$ cat src/rtl/mips_pkg.sv
// Shared opcode/funct constants, ALU control encodings and reset PC for the mips core.
package mips_pkg;

  localparam logic [5:0] OP_RTYPE = 6'b000000;
  localparam logic [5:0] OP_LW    = 6'b100011;
  localparam logic [5:0] OP_SW    = 6'b101011;
  localparam logic [5:0] OP_BEQ   = 6'b000100;
  localparam logic [5:0] OP_ADDI  = 6'b001000;
  localparam logic [5:0] OP_J     = 6'b000010;
  localparam logic [5:0] OP_ORI   = 6'b001101;

  localparam logic [5:0] FN_ADD = 6'b100000;
  localparam logic [5:0] FN_SUB = 6'b100010;
  localparam logic [5:0] FN_AND = 6'b100100;
  localparam logic [5:0] FN_OR  = 6'b100101;
  localparam logic [5:0] FN_SLT = 6'b101010;

  typedef enum logic [2:0] {
    ALU_AND = 3'b000,
    ALU_OR  = 3'b001,
    ALU_ADD = 3'b010,
    ALU_SUB = 3'b110,
    ALU_SLT = 3'b111
  } aluctl_t;

  localparam logic [31:0] RESET_PC = 32'h0000_0000;

endpackage

$ cat src/rtl/mips_regfile.sv
// 32x32 register file: two combinational read ports, one clocked write port, r0 hardwired to zero.
module mips_regfile (
  input  logic        clk,
  input  logic        reset,
  input  logic        we,
  input  logic [4:0]  ra1,
  input  logic [4:0]  ra2,
  input  logic [4:0]  wa,
  input  logic [31:0] wd,
  output logic [31:0] rd1,
  output logic [31:0] rd2
);

  logic [31:0] regs [32];

  // Reads see the pre-edge contents, so a same-cycle write is visible only next cycle.
  always_ff @(posedge clk or negedge reset) begin
    if (!reset) begin
      for (int k = 0; k < 32; k++) regs[k] <= '0;
    end else if (we && (wa != 5'd0)) begin
      regs[wa] <= wd;
    end
  end

  assign rd1 = (ra1 == 5'd0) ? 32'd0 : regs[ra1];
  assign rd2 = (ra2 == 5'd0) ? 32'd0 : regs[ra2];

endmodule

$ cat src/rtl/mips.sv
// Single-cycle MIPS subset core (add/sub/and/or/slt/lw/sw/beq/addi/j).
// Define MIPS_ORI_EN to add ori; otherwise opcode 001101 executes as a NOP.
module mips
  import mips_pkg::*;
(
  input  logic        clk,
  input  logic        reset,
  output logic [31:0] pc,
  input  logic [31:0] instr,
  output logic        memwrite,
  output logic [31:0] aluout,
  output logic [31:0] writedata,
  input  logic [31:0] readdata
);

  logic [5:0]  opcode, funct;
  logic        regwrite, regdst, alusrc, memtoreg, branch, jump, memwr, zeroext;
  aluctl_t     aluctl;
  logic [31:0] srca, srcb, imm, signimm, result;
  logic [31:0] pcplus4, pcbranch, pcnext;
  logic [4:0]  writereg;

  assign opcode = instr[31:26];
  assign funct  = instr[5:0];

  // Anything not explicitly decoded leaves every control low, which is a NOP.
  always_comb begin
    regwrite = 1'b0;
    regdst   = 1'b0;
    alusrc   = 1'b0;
    memtoreg = 1'b0;
    branch   = 1'b0;
    jump     = 1'b0;
    memwr    = 1'b0;
    zeroext  = 1'b0;
    aluctl   = ALU_ADD;
    case (opcode)
      OP_RTYPE: begin
        regdst = 1'b1;
        regwrite = 1'b1;
        case (funct)
          FN_ADD:  aluctl = ALU_ADD;
          FN_SUB:  aluctl = ALU_SUB;
          FN_AND:  aluctl = ALU_AND;
          FN_OR:   aluctl = ALU_OR;
          FN_SLT:  aluctl = ALU_SLT;
          default: regwrite = 1'b0;
        endcase
      end
      OP_LW: begin
        regwrite = 1'b1;
        alusrc   = 1'b1;
        memtoreg = 1'b1;
      end
      OP_SW: begin
        alusrc = 1'b1;
        memwr  = 1'b1;
      end
      OP_ADDI: begin
        regwrite = 1'b1;
        alusrc   = 1'b1;
      end
      OP_BEQ: begin
        branch = 1'b1;
        aluctl = ALU_SUB;
      end
      OP_J: jump = 1'b1;
`ifdef MIPS_ORI_EN
      OP_ORI: begin
        regwrite = 1'b1;
        alusrc   = 1'b1;
        zeroext  = 1'b1;
        aluctl   = ALU_OR;
      end
`endif
      default: ;
    endcase
  end

  mips_regfile u_regfile (
    .clk   (clk),
    .reset (reset),
    .we    (regwrite),
    .ra1   (instr[25:21]),
    .ra2   (instr[20:16]),
    .wa    (writereg),
    .wd    (result),
    .rd1   (srca),
    .rd2   (writedata)
  );

  assign signimm  = {{16{instr[15]}}, instr[15:0]};
  assign imm      = zeroext ? {16'd0, instr[15:0]} : signimm;
  assign srcb     = alusrc ? imm : writedata;
  assign writereg = regdst ? instr[15:11] : instr[20:16];
  assign result   = memtoreg ? readdata : aluout;

  always_comb begin
    aluout = 32'd0;
    case (aluctl)
      ALU_AND: aluout = srca & srcb;
      ALU_OR:  aluout = srca | srcb;
      ALU_ADD: aluout = srca + srcb;
      ALU_SUB: aluout = srca - srcb;
      ALU_SLT: aluout = ($signed(srca) < $signed(srcb)) ? 32'd1 : 32'd0;
      default: aluout = 32'd0;
    endcase
  end

  // Branch equality is taken straight from the register operands, not the ALU.
  assign pcplus4  = pc + 32'd4;
  assign pcbranch = pcplus4 + (signimm << 2);

  always_comb begin
    pcnext = pcplus4;
    if (jump)
      pcnext = {pcplus4[31:28], instr[25:0], 2'b00};
    else if (branch && (srca == writedata))
      pcnext = pcbranch;
  end

  always_ff @(posedge clk or negedge reset) begin
    if (!reset) pc <= RESET_PC;
    else        pc <= pcnext;
  end

  assign memwrite = memwr & reset;

endmodule

$ cat config.mk
export PLATFORM = sky130hd
export DESIGN_NAME = mips
export DESIGN_NICKNAME = d
export VERILOG_FILES = /design/src/rtl/mips_pkg.sv /design/src/rtl/mips_regfile.sv /design/src/rtl/mips.sv
export SDC_FILE = /design/constraint.sdc
export NUM_CORES = 2
export LEC_CHECK = 0
export CELL_PAD_IN_SITES_DETAIL_PLACEMENT = 0
export CELL_PAD_IN_SITES_GLOBAL_PLACEMENT = 2
export CORE_ASPECT_RATIO = 0.5
export CORE_MARGIN = 10
export CORE_UTILIZATION = 50
export CTS_BUF_LIST = sky130_fd_sc_hd__clkbuf_4
export DETAILED_ROUTE_END_ITERATION = 6
export GPL_TIMING_DRIVEN = 0
export PLACE_DENSITY_LB_ADDON = 0.1
export SYNTH_ARGS = -nofsm -noshare
export SYNTH_HDL_FRONTEND = slang
export SYNTH_HIERARCHICAL = 1
export SYNTH_SLANG_ARGS = --single-unit
$ cat constraint.sdc
create_clock -name clk -period 11.06 [get_ports clk]
set_input_delay 2.212 -clock clk [delete_from_list [all_inputs] [get_ports clk]]
set_output_delay 2.212 -clock clk [all_outputs]
set_load 0.01 [all_outputs]
# After elaboration in Yosys (flattened, before gate mapping)

Index checks and enable logic that the tools add are counted.

Bitwise gates (word level): 6
Mux-type cells: 28
Order comparisons: 5
Reductions and logical operators: 11
Add/sub/neg operators: 4
Equality and inequality tests: 15

Operators by type and width:

| kind                                                                          | number |
|---|---|
| 1024-bit bitwise mux                                                          | 1 |
| 32-bit two-way mux                                                            | 11 |
| 32-bit binary-select mux with 5-bit select                                    | 2 |
| 32-bit demux with 5-bit select                                                | 1 |
| 32-bit one-hot mux with 5 select lines                                        | 1 |
| 32-bit adder                                                                  | 2 |
| 6-bit == test (second input constant)                                         | 7 |
| 32-bit by 3-bit adder with 32-bit output (second input constant)              | 1 |
| 32-bit bitwise AND                                                            | 1 |
| 32-bit == test                                                                | 1 |
| 32-bit less-than comparator                                                   | 1 |
| 32-bit OR                                                                     | 1 |
| 32-bit subtractor                                                             | 1 |
| 6-bit >= comparator (second input constant)                                   | 3 |
| 5-bit NOT with 6-bit output                                                   | 3 |
| 3-bit one-hot mux with 4 select lines                                         | 1 |
| 5-bit logical NOT                                                             | 2 |
| 1-bit two-way mux                                                             | 8 |
| 3-bit == test (second input constant)                                         | 2 |
| 6-bit by 2-bit == test with 1-bit output (second input constant)              | 1 |
| 6-bit by 3-bit == test with 1-bit output (second input constant)              | 1 |
| 6-bit by 4-bit == test with 1-bit output (second input constant)              | 1 |
| 6-bit logical NOT                                                             | 1 |
| 6-bit by 1-bit less-than comparator with 1-bit output (second input constant) | 1 |
| 12 further kinds                                                              | 14 |

Bits of input ports: 66
Flip-flop bits (word level): 1056
Logic and storage cells: 102
Output and inout bits: 97

# Logic depth before layout (Yosys ltp)

Depth after elaboration: 11
Gate-level depth with buffers: 23
Mapped depth without buffers: 18

# By module

Netlist, hierarchy kept.

By module, submodules not included:

| module       | instances | cells an instance | area an instance (sq um) | seq. area each (sq um) |
|---|---|---|---|---|
| mips_regfile | 1         | 3623              | 54380.9                  | 25624.6 |
| mips         | 1         | 1369              | 9681.8                   | 750.7 |

# Least setup slack after synthesis

OpenSTA, ideal clock, no wires.

Path kind: in2out
Start point: input port instr[17]
End point: output port aluout[20]
Path slack: 2424 ps
Cell stages on the path: 19
Path buffers: 3
Arrival: 6424 ps
Cells stage by stage: buf_4 buf_4 nor2b_1 buf_2 a221oi_1 o21ai_0 a311oi_1 mux2_2 inv_1 ha_1 nor2b_1 a2111o_1 a32o_1 a211oi_4 o41ai_1 a21oi_1 mux2_2 a311oi_1 nand2_1

Cells in the longest elaborated chain, start to end: 8
Elaborated cells on any way between the ends: 12
Classes of those cells: add/sub: 2; mux: 6; bitwise: 3; reduce/logical: 1

RTL lines:

| item                                                     | line                     | RTL |
|---|---|---|
| start: declaration                                       | mips.sv:9                | `input logic [31:0] instr,` |
| 5-bit NOT with 6-bit output (implied by the code)        | mips_regfile.sv:26       | `assign rd2 = (ra2 == 5'd0) ? 32'd0 : regs[ra2];` |
| 32-bit binary-select mux with 5-bit select               | mips_regfile.sv:26       |  |
| 32-bit two-way mux (implied by the code) (2 in a row)    | mips_regfile.sv:26       |  |
| 32-bit two-way mux (*)                                   | mips_regfile.sv:26       |  |
| net writedata[7]                                         | mips.sv:12               | `output logic [31:0] writedata,` |
| 32-bit two-way mux (*)                                   | mips.sv:94               | `assign srcb = alusrc ? imm : writedata;` |
| 32-bit subtractor / 32-bit adder (equally long branches) | mips.sv:104, mips.sv:103 |  |
| 32-bit one-hot mux with 5 select lines (*)               | mips.sv:100              | `case (aluctl)` |
| end: declaration                                         | mips.sv:11               | `output logic [31:0] aluout,` |

Mark *: on every way through the listed nets, which the timed path passes. The rest lies on a longest branch. The select of a mux whose other input is x is not followed.

# Final worst setup path

Start point: input port instr[23]
End point: output port aluout[30]

Cells in the longest elaborated chain, start to end: 7
Elaborated cells on any way between the ends: 11
Classes of those cells: add/sub: 2; mux: 5; bitwise: 3; reduce/logical: 1

RTL lines:

| item                                                     | line                     | RTL |
|---|---|---|
| 5-bit NOT with 6-bit output (implied by the code)        | mips_regfile.sv:25       | `assign rd1 = (ra1 == 5'd0) ? 32'd0 : regs[ra1];` |
| 32-bit binary-select mux with 5-bit select               | mips_regfile.sv:25       |  |
| 32-bit two-way mux (implied by the code) (2 in a row)    | mips_regfile.sv:25       |  |
| 32-bit two-way mux (*)                                   | mips_regfile.sv:25       |  |
| net srca[4]                                              | mips.sv:19               | `logic [31:0] srca, srcb, imm, signimm, result;` |
| 32-bit subtractor / 32-bit adder (equally long branches) | mips.sv:104, mips.sv:103 |  |
| 32-bit one-hot mux with 5 select lines (*)               | mips.sv:100              |  |

Marked as above.

==> summary.md <==
| Metric | Value |
|---|---|
| GP Congestion | 0.9883 |
| Most used cell, CP | clkdlybuf4s50_1 |
| Most common cell after layout, fill and taps aside | dfrtp_1 |
| Outcome | complete, but fails checks |
| Synth warnings | 6 |
| Max frequency | 0.08977 GHz |
| Initial Utilization | 50.59% |
| EDFF count, synth | 0 |
| Vias in the first global route | around 51k |
| Syn Inst Count | 4992 |
| Post-layout min period | 11.14 ns |
| Synth area leader | dfrtp_1 |
| Routed Antenna Nets | 0 |
| Pin count of the biggest net entering global routing | 158 |
| Post-Synth XOR/XNOR Area | around 1.2% |
| CTS tree | done |
| Max-Cap Viols | 0 |
| Clock transition at path regs | ~0.06 ns |
| Post-Syn Area | about 64000 µm² |
| Setup crit end kind | output pin |
| Chip Width | 526.2 µm |
| Post-synth ARST share | 100.0% |
| Relative slew slack | 8.151% |
| Core box area | between 100000 and 150000 µm² |
| Simple-gate area share of the yosys netlist | under 10% |
| CP max stage delay | about 0.9 ns |
| Critical Path RT | 8.85 ns |
| Final hold vios | 0 |
| Post-Route WL | 278.7 mm |
| Post-cts hold buffer count | 0 |
| Wire per inst | 37.75 µm |
| DIE AREA | 143700 µm² |
| Tightest Hold Check Type | reg -> reg |
| Pwr Density | 143.2 nW/µm² |
| H-tree depth | 5 |
| Worst path bufs/invs | 5 |
| CP max stage cell | o21ai_0 |
| Fin nets | ~5.7k |
| Vias per cell | 6.971 |
| Reg2reg setup slack | 4.38 ns |
| Top cells by area, synth | dfrtp_1 41%, mux2_2 18%, mux4_2 16% |
| Largest family of logic cells by synthesized area | multiplexers |
| Post-synthesis mux area share | a little under two fifths |
| Clock sink count | 1054 |
| Sequential area share after synthesis | 41.17% |
| Layout area overhead | 14.40% |
| Share of layout cells above drive strength 1 | approximately 42% |
| Rows | 92 |
| Initial antenna violation count | 13 |
| Period utilization | 100.7% |
| Failing checks | setup timing |
| Number of port buffers | 160 |
| Peak supply drop | 89.87 µV |
| First-pass GRT wire length | 387.1 mm |
| PnR worst setup slack | -0.07964 ns |
| CP Class | in -> out |
| Most frequent cells in the layout | 1054 x dfrtp_1, 1046 x mux2_2, 448 x mux4_2 |
| Synth Area in Compound Gates | 8.471% |
| Data arrival, critical path | 8.93 ns |
| Cts bufs inserted | 276 |
| Post-detail-place hpwl | between 200 and 250 mm |
| Netlist cell types | 87 |
| Slew Limit Fails | 0 |
| Crit-path cells | clkdlybuf4s50_1, buf_6, buf_4, clkbuf_2, mux4_2, o21ai_0, a311oi_4, ha_1, a2111o_1, o21ai_2, o31a_1, o221ai_1, o221a_2, a221o_1, o21ai_1, nand2_1, clkdlybuf4s50_1 |
| CP startpoint kind | primary input |
| I/O Pins | 163 |
| Primary FF master, synth | dfrtp_1 |
| Place WS | -1.908 ns |
| Clk_lat worst skew | about 1.3 ns |
| DRT iter0 DRCs | 6999 |
| Post-Synth Adder-Cell Area | 2.750% |
| Pwr Total | 10.49 mW |
| GR Overflow Total | 0 |
| Clk_skew | 0.1486 ns |
| Drt pass-1 iters | 6 |
| Post-route DRC | 0 |
| Worst-path fanout max | 12 |
| Post-Syn Area per Cell | 12.83 µm² |
| Post-synth top area share | 41.17% |
| GR Util All Layers | 37.72% |
| P_leak | 33.89 nW |
| Yosys reg bits | around 1.1k |
| Setup violators final | 6 |
| Routed via count | 51.46k |
| Clock buffer depth | 4 |
| Root Buffer | clkbuf_4 |
| Tightest Pin Transition | roughly 1.4 ns |
| CP delay by family, top | compound AO/OA/AOI/OAI gates |
| Die height | 273.1 µm |
## flip-flops by register name, summed over array words and instances, names as in the netlist
register,flops
u_regfile/regs,1024
pc,30
## synth_stat cells, drive strengths merged, types with 8 or more instances
cell type     n
dfrtp      1054
xor2         36
ha          136
nor3         16
and3         25
nor2b        84
mux2i       155
o21a         13
inv         129
o21bai       14
mux2       1103
a211oi       81
o21ai       193
a22oi        73
o211ai       15
nor4         15
mux4        448
and2         12
a21o         25
a311oi       67
a21oi        99
nand2       193
o22ai        25
buf         228
a31oi        22
or3           8
nor2        134
o2111ai      16
a221oi       61
or2           8
clkbuf      265
xnor2        55
o221a         8
nand3        36
o31ai        11
nand2b       21
nand4        23
## stage by stage
step           utilization (%)  hold slack, ns  area [µm²]  cells  setup TNS, ns
3_5_place_dp             54.22          0.4662       68650   6883        -103.57
3_3_place_gp             53.53          0.4552       67790   6845              -
5_1_grt                  57.86          0.5086       73260   7371       -0.01303
4_1_cts                  57.59          0.4821       72930   7355              0
6_report                 57.88          0.4833       73290   7382        -0.2499
2_1_floorplan                -          0.4413       64070   4993              0
## cell families (layout without fill, tap and decap cells)
logic type | Yosys count | count (layout)
xor+xnor | 91 | 91
fa+ha+maj | 139 | 139
simple gates | 599 | 599
other cells | 1 | 18
mux | 1706 | 1706
compound gates | 780 | 780
buf+inv | 622 | 1303
flops | 1054 | 1054
## power breakdown
part           internal [mW]  switching (mW)  total [mW]
sequential              4.03           0.153        4.18
combinational          0.983            1.87        2.86
clock                   1.71            1.74        3.46
total                   6.73            3.77        10.5
## metal layers
metal / up-vias / routed length [µm] / GRT usage (%)
met5: - / 20 / 0.3331
met4: 4 / 13700 / 17.05
met3: 785 / 42380 / 19.50
met2: 3674 / 115100 / 53.21
met1: 26850 / 107500 / 48.08
li1: 20150 / - / -
## final cells by class
cell class,instances,area (µm²)
Antenna cell,16,40.04
Buffer,490,2445
Clock buffer,393,2950
Clock inverter,55,315.3
Fill cell,10630,53330
Inverter,129,484.2
Multi-Input combinational cell,3317,36110
Sequential cell,1054,26380
Tap cell,1692,2117
Timing Repair Buffer,236,2447
## worst paths after layout
path / start / to / depth (start not counted)
min in group asynchronous: reset / u_regfile/regs[1010]$_DFFE_PN0P_ / 1
setup reg to reg: u_regfile/regs[810]$_DFFE_PN0P_ / u_regfile/regs[607]$_DFFE_PN0P_ / 20
hold / removal: u_regfile/regs[1013]$_DFFE_PN0P_ / u_regfile/regs[1013]$_DFFE_PN0P_ / 1
max in group asynchronous: reset / u_regfile/regs[60]$_DFFE_PN0P_ / 5
hold reg to reg: u_regfile/regs[1013]$_DFFE_PN0P_ / u_regfile/regs[1013]$_DFFE_PN0P_ / 1
setup / recovery: instr[23] / aluout[30] / 17
## repair_timing
item                                    in CTS  in global routing
endpoints found under the hold margin        0                  0
pin swaps                                   20                 11
setup buffers                               26                 11
endpoints found under the setup margin      31                 20
gates resized for setup                    198                 93
No activity file was read; power rests on OpenSTA's default activity.
